File: src/rtl/instr_stream_encoder.sv
// Packs instruction requests into RV32I words and writes them sequentially into
// instruction memory; one word per three cycles, stops accepting once memory is full.
module instr_stream_encoder #(
    parameter int unsigned ADDR_W    = 6,
    parameter logic [31:0] BASE_ADDR = 32'h0000_0000
) (
    input  logic              clk,
    input  logic              reset,
    input  logic              in_valid,
    output logic              in_ready,
    input  logic [2:0]        in_type,
    input  logic [4:0]        in_rd,
    input  logic [4:0]        in_rs1,
    input  logic [4:0]        in_rs2,
    input  logic [2:0]        in_funct3,
    input  logic              in_funct7b5,
    input  logic [31:0]       in_imm,
    output logic              imem_we,
    output logic [31:0]       imem_addr,
    output logic [31:0]       imem_wdata,
    output logic [ADDR_W:0]   count,
    output logic              full,
    output logic              err
);

    typedef enum logic [1:0] {StIdle, StEnc, StWr} state_e;

    localparam logic [2:0] ClsR       = 3'd0;
    localparam logic [2:0] ClsLoad    = 3'd1;
    localparam logic [2:0] ClsStore   = 3'd2;
    localparam logic [2:0] ClsBranch  = 3'd3;
    localparam logic [2:0] ClsAluImm  = 3'd4;
    localparam logic [2:0] ClsJalr    = 3'd5;
    localparam logic [2:0] ClsJal     = 3'd6;
    localparam logic [2:0] ClsIllegal = 3'd7;

    localparam logic [6:0] OpR      = 7'b0110011;
    localparam logic [6:0] OpLoad   = 7'b0000011;
    localparam logic [6:0] OpStore  = 7'b0100011;
    localparam logic [6:0] OpBranch = 7'b1100011;
    localparam logic [6:0] OpAluImm = 7'b0010011;
    localparam logic [6:0] OpJalr   = 7'b1100111;
    localparam logic [6:0] OpJal    = 7'b1101111;

    localparam logic [ADDR_W:0] Depth = {1'b1, {ADDR_W{1'b0}}};

    state_e            state_q, state_d;
    logic [2:0]        type_q, type_d;
    logic [4:0]        rd_q, rd_d;
    logic [4:0]        rs1_q, rs1_d;
    logic [4:0]        rs2_q, rs2_d;
    logic [2:0]        f3_q, f3_d;
    logic              f7b5_q, f7b5_d;
    logic [20:0]       imm_q, imm_d;
    logic [31:0]       wdata_q, wdata_d;
    logic [ADDR_W-1:0] ptr_q, ptr_d;
    logic [ADDR_W:0]   count_q, count_d;
    logic              err_q, err_d;
    logic [31:0]       enc_word;

    // No encoding reaches above imm[20]; the upper bits are intentionally dropped.
    logic unused_imm_hi;
    assign unused_imm_hi = ^in_imm[31:21];

    always_comb begin
        enc_word = '0;
        case (type_q)
            ClsR: begin
                enc_word = {1'b0, f7b5_q, 5'b0, rs2_q, rs1_q, f3_q, rd_q, OpR};
            end
            ClsLoad: begin
                enc_word = {imm_q[11:0], rs1_q, 3'b010, rd_q, OpLoad};
            end
            ClsStore: begin
                enc_word = {imm_q[11:5], rs2_q, rs1_q, 3'b010, imm_q[4:0], OpStore};
            end
            ClsBranch: begin
                enc_word = {imm_q[12], imm_q[10:5], rs2_q, rs1_q, f3_q,
                            imm_q[4:1], imm_q[11], OpBranch};
            end
            ClsAluImm: begin
                // Shift-immediates carry shamt in [24:20] and the arith/logic select in [30].
                if (f3_q == 3'b001 || f3_q == 3'b101) begin
                    enc_word = {1'b0, f7b5_q, 5'b0, imm_q[4:0], rs1_q, f3_q, rd_q, OpAluImm};
                end else begin
                    enc_word = {imm_q[11:0], rs1_q, f3_q, rd_q, OpAluImm};
                end
            end
            ClsJalr: begin
                enc_word = {imm_q[11:0], rs1_q, 3'b000, rd_q, OpJalr};
            end
            ClsJal: begin
                enc_word = {imm_q[20], imm_q[10:1], imm_q[11], imm_q[19:12], rd_q, OpJal};
            end
            default: begin
                enc_word = '0;
            end
        endcase
    end

    assign full = (count_q == Depth);

    always_comb begin
        state_d  = state_q;
        type_d   = type_q;
        rd_d     = rd_q;
        rs1_d    = rs1_q;
        rs2_d    = rs2_q;
        f3_d     = f3_q;
        f7b5_d   = f7b5_q;
        imm_d    = imm_q;
        wdata_d  = wdata_q;
        ptr_d    = ptr_q;
        count_d  = count_q;
        err_d    = err_q;
        in_ready = 1'b0;
        case (state_q)
            StIdle: begin
                in_ready = !full;
                if (in_valid && !full) begin
                    type_d  = in_type;
                    rd_d    = in_rd;
                    rs1_d   = in_rs1;
                    rs2_d   = in_rs2;
                    f3_d    = in_funct3;
                    f7b5_d  = in_funct7b5;
                    imm_d   = in_imm[20:0];
                    state_d = StEnc;
                end
            end
            StEnc: begin
                wdata_d = enc_word;
                if (type_q == ClsIllegal) begin
                    err_d   = 1'b1;
                    state_d = StIdle;
                end else begin
                    state_d = StWr;
                end
            end
            StWr: begin
                // ptr wraps to zero exactly when count reaches Depth, so nothing is overwritten.
                ptr_d   = ptr_q + 1'b1;
                count_d = count_q + 1'b1;
                state_d = StIdle;
            end
            default: begin
                state_d = StIdle;
            end
        endcase
    end

    always_ff @(posedge clk) begin
        if (reset) begin
            state_q <= StIdle;
            type_q  <= '0;
            rd_q    <= '0;
            rs1_q   <= '0;
            rs2_q   <= '0;
            f3_q    <= '0;
            f7b5_q  <= 1'b0;
            imm_q   <= '0;
            wdata_q <= '0;
            ptr_q   <= '0;
            count_q <= '0;
            err_q   <= 1'b0;
        end else begin
            state_q <= state_d;
            type_q  <= type_d;
            rd_q    <= rd_d;
            rs1_q   <= rs1_d;
            rs2_q   <= rs2_d;
            f3_q    <= f3_d;
            f7b5_q  <= f7b5_d;
            imm_q   <= imm_d;
            wdata_q <= wdata_d;
            ptr_q   <= ptr_d;
            count_q <= count_d;
            err_q   <= err_d;
        end
    end

    assign imem_we    = (state_q == StWr);
    assign imem_addr  = BASE_ADDR + {{(30 - ADDR_W){1'b0}}, ptr_q, 2'b00};
    assign imem_wdata = wdata_q;
    assign count      = count_q;
    assign err        = err_q;

endmodule

File: config.mk
export PLATFORM = sky130hd
export DESIGN_NAME = instr_stream_encoder
export DESIGN_NICKNAME = d
export VERILOG_FILES = /design/src/rtl/instr_stream_encoder.sv
export SDC_FILE = /design/constraint.sdc
export NUM_CORES = 1
export LEC_CHECK = 0
export CORE_MARGIN = 1
export CORE_UTILIZATION = 49
export CTS_CLUSTER_DIAMETER = 50
export DETAILED_ROUTE_END_ITERATION = 10
export PLACE_DENSITY = 0.87
export SLEW_MARGIN = 10
export SYNTH_ARGS = -nofsm -noshare
export SYNTH_HDL_FRONTEND = slang
export SYNTH_SLANG_ARGS = --single-unit
File: constraint.sdc
create_clock -name clk -period 2.63 [get_ports clk]
set_clock_uncertainty 0.2 [all_clocks]
set_input_delay 0.526 -clock clk [delete_from_list [all_inputs] [get_ports clk]]
set_output_delay 0.526 -clock clk [all_outputs]
set_load 0.01 [all_outputs]
==> flow_summary.ini, run 1 <==
[power]
comb_power_share_pct = 13.2
intPower_mw = 2.14
p_sw_uw = 692
p_leak_nw = 1.95
p_per_area_mw_per_mm2 = 582
irDropWorstVdd_mv = 0.300
total_power_mw = 2.83
swShare_pct = 24.4
clkPwrFrac_pct = 35.0
p_seq_share_pct = 51.8

[critical_path]
slowest_delay_ns = 0.40
cp_max_fo = 4
r2r-end = imem_wdata[8]$_SDFFE_PP0P_
end_kind = primary output
worstSetupStartpoint = count[1]$_SDFFE_PP0P_
r2r_slack_ns = 0.69
arrival_ns = 1.78
crit_type = reg2out
cp_slowest_cell = dfxtp_1
r2r-start = type_q[1]$_SDFFE_PP0P_
ff2ff_path_depth = 3
cp.required_ns = 1.90
start_kind = register
path_cells = inv_1, ha_1, nor2b_2, and2_1, nor3_1, dlygate4sd2_1

[yosys]
seq_area_frac_synth_pct = 47.3
ys_types = 43
yosysWarnings = 0
synthTopCellsByArea = dfxtp_1 47%, mux2i_1 12%, nor2_1 6.9%
syn-instance-count = 406
synth_top_cell_area_share_pct = 47.3
yosys.area.top_type = dfxtp_1
syn_area_per_cell_um2 = 9.37
synth_edf_count = 0
syn-cell-area_mm2 = 0.00381
synthArstFlopShare_pct = 0
synthFlopType = dfxtp_1
synth-seq-cells = 90

[timing]
setup_tns_ns = 0
finalHoldViolCount = 0
worst_slack_ns = 0.125
relSlewSlack_pct = 48.1
grt_setup_unrepaired = false
fmax_ghz = 0.399
layout_min_cycle_time_ns = 2.50
timing.hold.ws_ns = 0.255
tightest_slew_ns = 0.773
setup_viol = 0
finalCritPeriodShare_pct = 95.2
maxSlewViolCount = 0

[floorplan]
io_pins = 132
initial_utilization_pct = 51.6
core_mm2 = 0.00737
fp-row-count = 31
die_w_um = 90.1
die_h_um = 90.1
dieArea_mm2 = 0.00812

[layout]
drive_gt1_share_pct = 5.66
mostFrequentLayoutCells = 91 x clkdlybuf4s50_1, 90 x dfxtp_1, 70 x nor2_1
fin_nets = 551
post-route-util_pct = 66.0
final_common_cell = clkdlybuf4s50_1
antennaDiodeCount = 0
syn2layout_area_growth_pct = 27.8

[clock_network]
clock_latency_ns = 0.34
path_clk_slew_ns = 0.09
post_cts.repair.setup_buffers = 0
clk_root_buffer_cell = clkbuf_8
cts_tree = yes
numClockSinks = 90
clockBufferDepth = 2
h-tree-depth = 3
cts_buffers = 9

[placement]
gp_congestion = 0.736
dp_hpwl_um = 5980
place_ws_ns = 0.149
io_buffers = 94

[global_route]
grt_max_degree = 47
overflow = 0
grt_pass1_wl_um = 13600
antenna_found_initial = 0
track_usage_pct = 20.7
grt_pass1_vias = 2757

[detailed_routing]
drc = 0
wire_per_inst_um = 13.9
ant_nets = 0
vias = 2991
vias_per_cell = 5.04
firstDrtPassIters = 4
wirelength_um = 8280
drtIter0Drc = 136

[flow_run]
maxCapViolations = 0

[status]
outcome = finished, final reports clean

[worst_hold_path]
hp-class = reg2reg
hold_start = imem_wdata[10]$_SDFFE_PP0P_
hold_path_end = imem_wdata[10]$_SDFFE_PP0P_
hold_depth = 2
## area by class of cell
type                            instances  area, µm²
Tap cell                               99        124
Sequential cell                        90       1800
Fill cell                             610       2500
Inverter                                6       22.5
Multi-Input combinational cell        282       1700
Clock inverter                          5       78.8
Clock buffer                           10        128
Timing Repair Buffer                  102       1010
## power by group through the flow
stage / sequential, mW / clock [mW] / combinational, mW
after floorplan: 1.49 / 0 / 0.275
after global placement: 1.50 / 0 / 0.365
after detailed placement: 1.50 / 0 / 0.375
after CTS: 1.47 / 1.01 / 0.376
after global routing: 1.48 / 1.08 / 0.408
final: 1.47 / 0.992 / 0.373
## synthesized netlist by cell type, drive strengths merged (2+ instances only)
library cell	instances
inv	6
and2	2
mux2i	45
nand2	31
dfxtp	90
nor2b	4
a21o	2
nor3	5
nand4	4
a22oi	9
nor3b	5
and3	4
ha	3
clkbuf	10
a211oi	2
o21ai	24
a21oi	14
nand2b	2
buf	43
nor2	70
xor2	10
a32oi	5
xnor2	2
a22o	2
## worst max-delay path by stage
stage	end	slack [ns]	cells past startpoint
2_1_floorplan	in_ready	0.65	5
3_3_place_gp	imm_q[11]$_SDFFE_PP0P_	0.20	6
3_5_place_dp	in_ready	0.15	6
4_1_cts	in_ready	0.05	6
5_1_grt	in_ready	0.005	6
6_report	in_ready	0.13	6
## stage by stage
step | std cells | instance area (µm²)
6_report | 594 | 4860
5_1_grt | 594 | 4860
4_1_cts | 594 | 4860
3_5_place_dp | 579 | 4650
3_3_place_gp | 579 | 4650
2_1_floorplan | 431 | 3900
## per-layer routing
layer | vias to the layer above | global-route usage, % | share of wire [%]
li1 | 1485 | - | -
met1 | 1409 | 27.3 | 46
met2 | 90 | 34.2 | 49
met3 | 7 | 4.31 | 4.7
met4 | 0 | 5.78 | 0.85
met5 | - | 0 | 0
## sequential cells by signal, indices dropped and copies added, names as in the netlist, 5 cells and up
name and flops:
rs1_q 5, count 7, imem_wdata 31, ptr_q 6
rs2_q 5, imm_q 21, rd_q 5
## worst max-delay path, delay by kind of cell, from the launching register on
kind	cells	cell delay, ns
and+or+nand+nor	3	0.49
DFF	1	0.40
buffers and inverters	2	0.38
adders and majority gates	1	0.17
## kinds of logic after synthesis
logic type / after synthesis / synth area share [%]
multiplexers: 46 / 12.1
AO/OA/AOI/OAI: 62 / 10.2
other: 1 / 0.0985
flip-flops: 90 / 47.3
XOR/XNOR: 12 / 2.76
buffers and inverters: 59 / 10.8
AND/OR/NAND/NOR: 133 / 15.7
adder cells (fa/ha/maj): 3 / 0.986
## timing repair
action / CTS / global route
endpoints found under the setup margin: 2 / 0
endpoints found under the hold margin: 0 / 0
resized for setup: 4 / 0
hold buffers: 0 / 0
Power figures use the tool's default switching activity.
==> inputs of run 2 (changes only) <==
--- a/config.mk
+++ b/config.mk
@@ -9,6 +9,8 @@
 export CORE_UTILIZATION = 49
 export CTS_CLUSTER_DIAMETER = 50
 export DETAILED_ROUTE_END_ITERATION = 10
+export HOLD_SLACK_MARGIN = 0.08
+export MAX_ROUTING_LAYER = met4
 export PLACE_DENSITY = 0.87
 export SLEW_MARGIN = 10
 export SYNTH_ARGS = -nofsm -noshare
==> flow_summary.ini, run 2 (synthesized netlist as in run 1, its figures left out) <==
[timing]
finalCritPeriodShare_pct = 93.4
worst_slack_ns = 0.174
tightest_slew_ns = 0.765
layout_min_cycle_time_ns = 2.46
timing.hold.ws_ns = 0.253
relSlewSlack_pct = 48.7
maxSlewViolCount = 0
fmax_ghz = 0.407
finalHoldViolCount = 0
setup_tns_ns = 0
setup_viol = 0
grt_setup_unrepaired = false

[layout]
fin_nets = 551
antennaDiodeCount = 0
drive_gt1_share_pct = 5.86
multi_input_area_mm2 = 0.00170
fill_cells = 609
syn2layout_area_growth_pct = 27.8
largest_reg_flops = 31
seq_area_mm2 = 0.00180
final_common_cell = clkdlybuf4s50_1
finalNonFillerCells = 594
mostFrequentLayoutCells = 91 x clkdlybuf4s50_1, 89 x dfxtp_1, 70 x nor2_1

[critical_path]
path_buf_inv = 2
cpLargestDelayFamily = simple AND/OR/NAND/NOR gates
cp.required_ns = 1.90
start_kind = register
path_cells = inv_1, ha_1, nor2b_2, and2_1, nor3_1, dlygate4sd2_1
end_kind = primary output
slowest_delay_ns = 0.36
crit_type = reg2out
cp_max_fo = 4
cp_slowest_cell = dfxtp_2
arrival_ns = 1.73

[global_route]
grt_pass1_vias = 2760
grt_pass1_wl_um = 13600
antenna_found_initial = 0
grt_max_degree = 47
overflow = 0
track_usage_pct = 21.4

[floorplan]
io_pins = 132
die_h_um = 90.1
fp-row-count = 31
initial_utilization_pct = 51.6
dieArea_mm2 = 0.00812
die_w_um = 90.1
core_mm2 = 0.00737

[status]
outcome = finished, final reports clean

[worst_hold_path]
hp-class = reg2reg

[clock_network]
cts_buffers = 9
path_clk_slew_ns = 0.09
clk_root_buffer_cell = clkbuf_8
clock_latency_ns = 0.34
clockBufferDepth = 2
cts_tree = yes
h-tree-depth = 3
numClockSinks = 90

[power]
p_leak_nw = 1.95
irDropWorstVdd_mv = 0.300
p_sw_uw = 693
swShare_pct = 24.4
p_seq_share_pct = 51.8
intPower_mw = 2.14
total_power_mw = 2.83
p_per_area_mw_per_mm2 = 582
clkPwrFrac_pct = 35.0
comb_power_share_pct = 13.2

[placement]
place_ws_ns = 0.149
dp_hpwl_um = 5980
io_buffers = 94
dp.cells = 579
gp_congestion = 0.745

[detailed_routing]
wire_per_inst_um = 13.9
vias_per_cell = 5.05
firstDrtPassIters = 4
wirelength_um = 8280
drtIter0Drc = 138
drc = 0
ant_nets = 0
vias = 3002

[flow_run]
maxCapViolations = 0
==> run 2: cell counts in the layout (fill, tap and decap cells not counted) <==
Identical to the previous run, type by type.
==> run 2: timing repair <==
| item | CTS | global route |
|---|---|---|
| pin swaps | 0 | 0 |
| hold endpoints to repair | 0 | 0 |
| endpoints found under the setup margin | 2 | 1 |
| setup buffers | 0 | 0 |
| hold buffers | 0 | 0 |
| resized for setup | 4 | 1 |
==> run 2: final timing paths <==
check                              start                          end  slack [ns]  cells after the start
max                count[1]$_SDFFE_PP0P_                     in_ready        0.17                      6
min          imem_wdata[30]$_SDFFE_PP0P_  imem_wdata[30]$_SDFFE_PP0P_        0.25                      2
max reg2reg       type_q[1]$_SDFFE_PP0P_   imem_wdata[8]$_SDFFE_PP0P_        0.70                      3
min reg2reg  imem_wdata[30]$_SDFFE_PP0P_  imem_wdata[30]$_SDFFE_PP0P_        0.25                      2
==> run 2: cell type report <==
class	count	share of cell area (%)
Clock buffer	10	2.62
Clock inverter	5	1.62
Inverter	6	0.463
Multi-Input combinational cell	282	35.0
Sequential cell	90	37.1
Tap cell	99	2.55
Timing Repair Buffer	102	20.7
==> run 2: power groups by stage <==
stage               clock [mW]  combinational, mW  sequential [mW]
floorplan                    0              0.275             1.49
global placement             0              0.365             1.50
detailed placement           0              0.375             1.50
CTS                       1.01              0.376             1.47
global route              1.09              0.408             1.48
finish                   0.993              0.373             1.47
==> run 2: worst register-to-register path, cell delays in order, from the launching register on <==
cell and delay, ns:
dfxtp_1 0.54, and3_1 0.29, or3_1 0.56, o21ai_0 0.20
==> run 2: stage by stage <==
| stage | utilization, % | cell area (µm²) |
|---|---|---|
| 4_1_cts | 66.0 | 4860 |
| 3_3_place_gp | 63.1 | 4650 |
| 3_5_place_dp | 63.1 | 4650 |
| 2_1_floorplan | - | 3900 |
| 6_report | 66.0 | 4870 |
| 5_1_grt | 66.0 | 4870 |
==> run 2: per-layer routing <==
layer  share of wire, %  vias up  GRT usage, %  wire (µm)
met1                 46     1428          27.7       3810
met3                4.3        4          4.31        360
met2                 49       86          34.2       4060
met5                  0        -             -          0
met4               0.59        0          5.78         49
li1                   -     1484             -          -
